## src/rtl/localbus_uart_tx_pkg.sv

```systemverilog
// Shared register map, status bit positions, bus write encodings and FSM state codes
// for the local-bus UART transmitter.
package localbus_uart_tx_pkg;

  localparam logic [1:0] REG_TXDATA  = 2'd0;
  localparam logic [1:0] REG_STATUS  = 2'd1;
  localparam logic [1:0] REG_BAUDDIV = 2'd2;
  localparam logic [1:0] REG_CTRL    = 2'd3;

  localparam int ST_FULL      = 0;
  localparam int ST_EMPTY     = 1;
  localparam int ST_BUSY      = 2;
  localparam int ST_OVF       = 3;
  localparam int ST_COUNT_LSB = 8;

  localparam logic [2:0] WE_READ = 3'b000;
  localparam logic [2:0] WE_BYTE = 3'b001;
  localparam logic [2:0] WE_HALF = 3'b010;
  localparam logic [2:0] WE_WORD = 3'b100;

  localparam logic [1:0] S_IDLE  = 2'd0;
  localparam logic [1:0] S_START = 2'd1;
  localparam logic [1:0] S_DATA  = 2'd2;
  localparam logic [1:0] S_STOP  = 2'd3;

  // Divider values 0 and 1 both mean one clock per bit; the baud counter compares against len-1.
  function automatic logic [15:0] bit_len_m1(input logic [15:0] div);
    return (div <= 16'd1) ? 16'd0 : div - 16'd1;
  endfunction

endpackage

```

## src/rtl/localbus_uart_tx_sync_fifo.sv

```systemverilog
// Synchronous FIFO with occupancy count; a push while full is accepted only if a pop
// happens in the same cycle, so it can be reused unchanged for a receive path.
module localbus_uart_tx_sync_fifo #(
  parameter int WIDTH = 8,
  parameter int DEPTH = 16
) (
  input  logic                       clk,
  input  logic                       rst,
  input  logic                       push,
  input  logic [WIDTH-1:0]           push_data,
  input  logic                       pop,
  output logic [WIDTH-1:0]           pop_data,
  output logic                       full,
  output logic                       empty,
  output logic [$clog2(DEPTH):0]     count
);

  localparam int AW = $clog2(DEPTH);

  logic [WIDTH-1:0] mem_q [DEPTH];
  logic [AW-1:0]    wr_ptr_q, wr_ptr_d;
  logic [AW-1:0]    rd_ptr_q, rd_ptr_d;
  logic [AW:0]      count_q, count_d;
  logic             push_ok, pop_ok;

  assign full     = (count_q == (AW+1)'(DEPTH));
  assign empty    = (count_q == '0);
  assign count    = count_q;
  assign pop_data = mem_q[rd_ptr_q];
  assign push_ok  = push && (!full || pop);
  assign pop_ok   = pop && !empty;

  always_comb begin
    wr_ptr_d = wr_ptr_q;
    rd_ptr_d = rd_ptr_q;
    count_d  = count_q;
    if (push_ok) wr_ptr_d = wr_ptr_q + AW'(1);
    if (pop_ok)  rd_ptr_d = rd_ptr_q + AW'(1);
    case ({push_ok, pop_ok})
      2'b10:   count_d = count_q + (AW+1)'(1);
      2'b01:   count_d = count_q - (AW+1)'(1);
      default: count_d = count_q;
    endcase
  end

  always_ff @(posedge clk) begin
    if (rst) begin
      wr_ptr_q <= '0;
      rd_ptr_q <= '0;
      count_q  <= '0;
    end else begin
      wr_ptr_q <= wr_ptr_d;
      rd_ptr_q <= rd_ptr_d;
      count_q  <= count_d;
    end
  end

  // Storage is not reset; only the pointers and count define what is valid.
  always_ff @(posedge clk) begin
    if (push_ok) mem_q[wr_ptr_q] <= push_data;
  end

endmodule

```

## src/rtl/localbus_uart_tx.sv

```systemverilog
// Memory-mapped 8N1 UART transmitter on the core data-memory local bus: register decode,
// TX FIFO, per-frame latched baud divider and the start/data/stop serialiser.
module localbus_uart_tx
  import localbus_uart_tx_pkg::*;
#(
  parameter int XLEN         = 32,
  parameter int FIFO_DEPTH   = 16,
  parameter int CLKS_PER_BIT = 868
) (
  input  logic            clk,
  input  logic            rst,
  input  logic            sel,
  input  logic [XLEN-1:0] addr,
  input  logic [XLEN-1:0] qin,
  input  logic [2:0]      we,
  output logic [XLEN-1:0] qout,
  output logic            uart_txd,
  output logic            tx_irq
);

  localparam int CW = $clog2(FIFO_DEPTH) + 1;

  logic [1:0]      reg_sel;
  logic            bus_wr, bus_rd, push, pop;
  logic [7:0]      fifo_head;
  logic            fifo_full, fifo_empty;
  logic [CW-1:0]   fifo_count;
  logic [XLEN-1:0] status, rdata;
  logic            tick, go;
  logic            unused_bits;

  logic [XLEN-1:0] qout_q, qout_d;
  logic [15:0]     baud_q, baud_d;
  logic            en_q, en_d;
  logic            ovf_q, ovf_d;
  logic [1:0]      state_q, state_d;
  logic [15:0]     cnt_q, cnt_d;
  logic [15:0]     len_q, len_d;
  logic [2:0]      bit_q, bit_d;
  logic [7:0]      shift_q, shift_d;
  logic            txd_q, txd_d;
  logic            irq_q, irq_d;

  assign reg_sel     = addr[3:2];
  assign bus_wr      = sel && (we != WE_READ);
  assign bus_rd      = sel && (we == WE_READ);
  assign push        = bus_wr && (reg_sel == REG_TXDATA);
  assign unused_bits = ^{addr[XLEN-1:4], addr[1:0], qin[XLEN-1:16]};

  localbus_uart_tx_sync_fifo #(.WIDTH(8), .DEPTH(FIFO_DEPTH)) u_fifo (
    .clk       (clk),
    .rst       (rst),
    .push      (push),
    .push_data (qin[7:0]),
    .pop       (pop),
    .pop_data  (fifo_head),
    .full      (fifo_full),
    .empty     (fifo_empty),
    .count     (fifo_count)
  );

  always_comb begin
    baud_d = baud_q;
    en_d   = en_q;
    ovf_d  = ovf_q;
    if (bus_wr) begin
      case (reg_sel)
        REG_STATUS:  if (qin[ST_OVF]) ovf_d = 1'b0;
        REG_BAUDDIV: begin
          if (we == WE_BYTE) baud_d[7:0] = qin[7:0];
          else if (we == WE_HALF || we == WE_WORD) baud_d = qin[15:0];
        end
        REG_CTRL:    en_d = qin[0];
        default:     ;
      endcase
    end
    // A pop in the same cycle frees a slot, so only an unmatched push into a full FIFO overflows.
    if (push && fifo_full && !pop) ovf_d = 1'b1;

    status                       = '0;
    status[ST_FULL]              = fifo_full;
    status[ST_EMPTY]             = fifo_empty;
    status[ST_BUSY]              = (state_q != S_IDLE);
    status[ST_OVF]               = ovf_q;
    status[ST_COUNT_LSB +: CW]   = fifo_count;

    case (reg_sel)
      REG_STATUS:  rdata = status;
      REG_BAUDDIV: rdata = XLEN'(baud_q);
      REG_CTRL:    rdata = XLEN'(en_q);
      default:     rdata = '0;
    endcase
    qout_d = bus_rd ? rdata : '0;
  end

  assign tick = (cnt_q == len_q);
  assign go   = en_q && !fifo_empty;

  always_comb begin
    state_d = state_q;
    cnt_d   = cnt_q + 16'd1;
    len_d   = len_q;
    bit_d   = bit_q;
    shift_d = shift_q;
    pop     = 1'b0;
    case (state_q)
      S_IDLE: begin
        cnt_d = '0;
        if (go) begin
          pop     = 1'b1;
          shift_d = fifo_head;
          len_d   = bit_len_m1(baud_q);
          state_d = S_START;
        end
      end
      S_START: if (tick) begin
        cnt_d   = '0;
        bit_d   = '0;
        state_d = S_DATA;
      end
      S_DATA: if (tick) begin
        cnt_d   = '0;
        shift_d = {1'b0, shift_q[7:1]};
        bit_d   = bit_q + 3'd1;
        if (bit_q == 3'd7) state_d = S_STOP;
      end
      default: if (tick) begin
        cnt_d = '0;
        // Chaining straight into the next start bit keeps back-to-back frames gapless.
        if (go) begin
          pop     = 1'b1;
          shift_d = fifo_head;
          len_d   = bit_len_m1(baud_q);
          state_d = S_START;
        end else begin
          state_d = S_IDLE;
        end
      end
    endcase

    case (state_d)
      S_START: txd_d = 1'b0;
      S_DATA:  txd_d = shift_d[0];
      default: txd_d = 1'b1;
    endcase
    irq_d = fifo_empty && (state_q == S_IDLE);
  end

  always_ff @(posedge clk) begin
    if (rst) begin
      qout_q  <= '0;
      baud_q  <= 16'(CLKS_PER_BIT);
      en_q    <= 1'b1;
      ovf_q   <= 1'b0;
      state_q <= S_IDLE;
      cnt_q   <= '0;
      len_q   <= '0;
      bit_q   <= '0;
      shift_q <= '0;
      txd_q   <= 1'b1;
      irq_q   <= 1'b1;
    end else begin
      qout_q  <= qout_d;
      baud_q  <= baud_d;
      en_q    <= en_d;
      ovf_q   <= ovf_d;
      state_q <= state_d;
      cnt_q   <= cnt_d;
      len_q   <= len_d;
      bit_q   <= bit_d;
      shift_q <= shift_d;
      txd_q   <= txd_d;
      irq_q   <= irq_d;
    end
  end

  assign qout     = qout_q;
  assign uart_txd = txd_q;
  assign tx_irq   = irq_q;

endmodule

```

## config.mk

```make
export PLATFORM = sky130hd
export DESIGN_NAME = localbus_uart_tx
export DESIGN_NICKNAME = d
export VERILOG_FILES = /design/src/rtl/localbus_uart_tx_pkg.sv /design/src/rtl/localbus_uart_tx_sync_fifo.sv /design/src/rtl/localbus_uart_tx.sv
export SDC_FILE = /design/constraint.sdc
export NUM_CORES = 1
export LEC_CHECK = 0
export ABC_AREA = 1
export CORE_UTILIZATION = 40
export CTS_CLUSTER_DIAMETER = 100
export DETAILED_ROUTE_END_ITERATION = 12
export PLACE_DENSITY_LB_ADDON = 0.3
export SLEW_MARGIN = 20
export SYNTH_ARGS = -nofsm -noshare
export SYNTH_HDL_FRONTEND = slang
export SYNTH_SLANG_ARGS = --single-unit
```

## constraint.sdc

```tcl
create_clock -name clk -period 8.7 [get_ports clk]
set_input_delay 1.74 -clock clk [delete_from_list [all_inputs] [get_ports clk]]
set_output_delay 1.74 -clock clk [all_outputs]
set_load 0.05 [all_outputs]
```

==> results.json <==
{
  "outcome": "finished clean",
  "drv_cap": 0,
  "grtUsageTotal_pct": 18.36,
  "cts_buffers": 24,
  "synth_edf_count": 128,
  "multi_input_area_um2": 3640,
  "place_congestion": 0.8262,
  "vias_per_cell": 5.210,
  "hpwl_um": 15070,
  "drc": 0,
  "final_area_um2": 11570,
  "die_area_um2": 25740,
  "antenna_found_initial": 0,
  "yosysWarnings": 0,
  "vias": 7632,
  "ir_drop_mv": 0.1539,
  "area_growth_pct": 15.22,
  "seq_area_frac_synth_pct": 57.82,
  "period_needed_ns": 4.473,
  "die_w_um": 160.4,
  "slew_headroom_pct": 36.98,
  "syn_inst": 1088,
  "row_count": 57,
  "placed_area_um2": 10710,
  "ctsLongestPathBuffers": 3,
  "regArea_um2": 5807,
  "cp_slowest_stage_delay_ns": 0.51,
  "crit_fanout": 9,
  "worst_slack_ns": 4.227,
  "grt_pass1_vias": 7161,
  "crit_chain": "clkdlybuf4s50_1 > nor2_1 > inv_1 > nor2_1 > nor2_1 > inv_1 > nor3_1 > nand2_4 > ha_1 > xor2_1 > ha_1 > inv_1 > nand2_1 > nand2_1 > o21ai_0 > nand2_1 > inv_1 > nor2_1 > o21ai_0 > o21ai_0 > a21oi_1",
  "power.density_nw_per_um2": 284.7,
  "end_kind": "register",
  "drv_slew": 0,
  "clkTransAtPathRegs_ns": 0.06,
  "rsz0062_at_grt": "false",
  "crit_required_ns": 9.17,
  "crit_buf_inv": 5,
  "cp-start-kind": "input port",
  "path_class": "input port to register",
  "grt_pass1_wl_um": 37780,
  "drtPass1Iterations": 5,
  "io_pins": 104,
  "crit_arrival_ns": 4.95,
  "synth.distinct_cells": 39,
  "finalHoldViolCount": 0,
  "cts_tree": "yes",
  "grt_max_degree": 66,
  "initialDrtViolationCount": 535,
  "finalSetupViolCount": 0,
  "ys_ff_latch": 226,
  "core-area_um2": 24460,
  "wire_per_inst_um": 15.93,
  "routed_wl_um": 23330,
  "grt-ovfl-total": 0,
  "cp_slowest_cell": "nor3_1",
  "drive_gt1_share_pct": 6.135,
  "port_buffers": 41,
  "hp-class": "register to register",
  "fin_tns_setup_ns": 0,
  "synthArstFlopShare_pct": 0,
  "place_ws_ns": 3.681,
  "yosys_most_used_dff": "edfxtp_1",
  "min_period_over_period_pct": 51.41,
  "yosysTopAreaCell": "edfxtp_1",
  "synth_commonest_cells": "nor2_1, nand2_1, edfxtp_1",
  "fin_skew_ns": 0.02249,
  "yosysMostFrequentCell": "nor2_1",
  "insertion_delay_ns": 0.54,
  "ctsResizeCount": 0,
  "synth.area.top_cells": "edfxtp_1, dfxtp_1, nor2_1",
  "post_cts_buffers": 0,
  "die_h_um": 160.4,
  "final_antenna_net_count": 0,
  "fmax_mhz": 223.6,
  "antenna_cells": 0,
  "worst_pin_slew_ns": 0.9417,
  "ctsRootBufferMaster": "clkbuf_16",
  "clkSinkCount": 226,
  "syn_area_um2": 10040,
  "initial_core_util_pct": 41.05,
  "hold_buffers": 0,
  "htree_levels": 1,
  "nNetsFinal": 1212,
  "yosys.area.top_type_share_pct": 38.28,
  "crit_family": "simple AND/OR/NAND/NOR gates",
  "avgSynthCellArea_um2": 9.229,
  "nFillCells": 2296,
  "power.leakage_nw": 4.265
}
==> per-stage QoR <==
stage	hold WS (ns)	power, mW	utilization (%)	std cells
6_report	0.4652	3.294	47.29	1465
5_1_grt	0.4883	3.491	47.29	1465
4_1_cts	0.4690	3.313	47.29	1465
3_5_place_dp	0.4576	2.225	43.80	1423
3_3_place_gp	0.4450	2.209	43.80	1423
2_1_floorplan	0.4289	1.975	-	1103
==> worst min-delay path, cell delays in order (launching register included) <==
cell and delay, ns:
dfxtp_1 0.31, nand2_1 0.06, a21oi_1 0.05
==> layer usage <==
metal	vias up	GRT usage, %	part of all wire [%]	wire length [µm]
met5	-	0	0	0
met4	0	5.022	1.7	393
met3	29	2.918	5.9	1386
met2	218	29.99	47	10860
met1	3621	25.27	46	10690
li1	3764	-	-	-
==> cells in the final DEF (no fill, tap or decap), types with 14 or more instances in the layout <==
master             n
nand3_1           48
o22ai_1           14
xor2_1            18
nor2_1           177
clkdlybuf4s50_1   41
ha_1              17
o211ai_1          31
inv_1             90
nand2_1          149
clkbuf_16         25
dfxtp_1           97
o21ai_0          117
conb_1            16
a21oi_1           59
nor3_1            17
edfxtp_1         128
==> worst paths after layout <==
check	startpoint	endpoint	slack, ns	depth (start not counted)
min	ovf_q	ovf_q	0.47	2
max	we[2]	u_fifo.count[4]	4.23	21
min reg2reg	ovf_q	ovf_q	0.47	2
max reg2reg	u_fifo.count[2]	u_fifo.count[4]	4.91	20
==> sequential cells by signal, summed over array words and instances, names as in the netlist, named ones only <==
| name | count |
|---|---|
| u_fifo.count | 5 |
| cnt_q | 16 |
| baud_q | 16 |
| uart_txd | 1 |
| bit_q | 3 |
| en_q | 1 |
| qout | 16 |
| ovf_q | 1 |
| u_fifo.mem_q | 128 |
| u_fifo.rd_ptr_q | 4 |
| u_fifo.wr_ptr_q | 4 |
| shift_q | 8 |
| state_q | 2 |
| len_q | 16 |
| tx_irq | 1 |
==> power by group <==
group          internal, mW  switching, mW
logic                 0.294          0.651
registers              1.21         0.0558
clock network         0.665          0.421
==> layout make-up <==
type                    instances  area share (%)
well taps                     324           3.504
inverters                     101           3.320
flip-flops and latches        226           50.19
multi-input cells             722           31.46
clock inverters                11           1.612
repair buffers                 50           4.132
clock buffers                  31           5.775
==> kinds of logic after synthesis <==
kind of cell	count (synthesis)	synth area share, %
AOI/OAI and AO/OA	248	14.03
buffers and inverters	155	6.492
and+or+nand+nor	420	17.67
other	1	0.03735
DFF	226	57.82
adders and majority gates	17	2.118
xor gates and xnor gates	21	1.832
No activity file was read; power rests on OpenSTA's default activity.
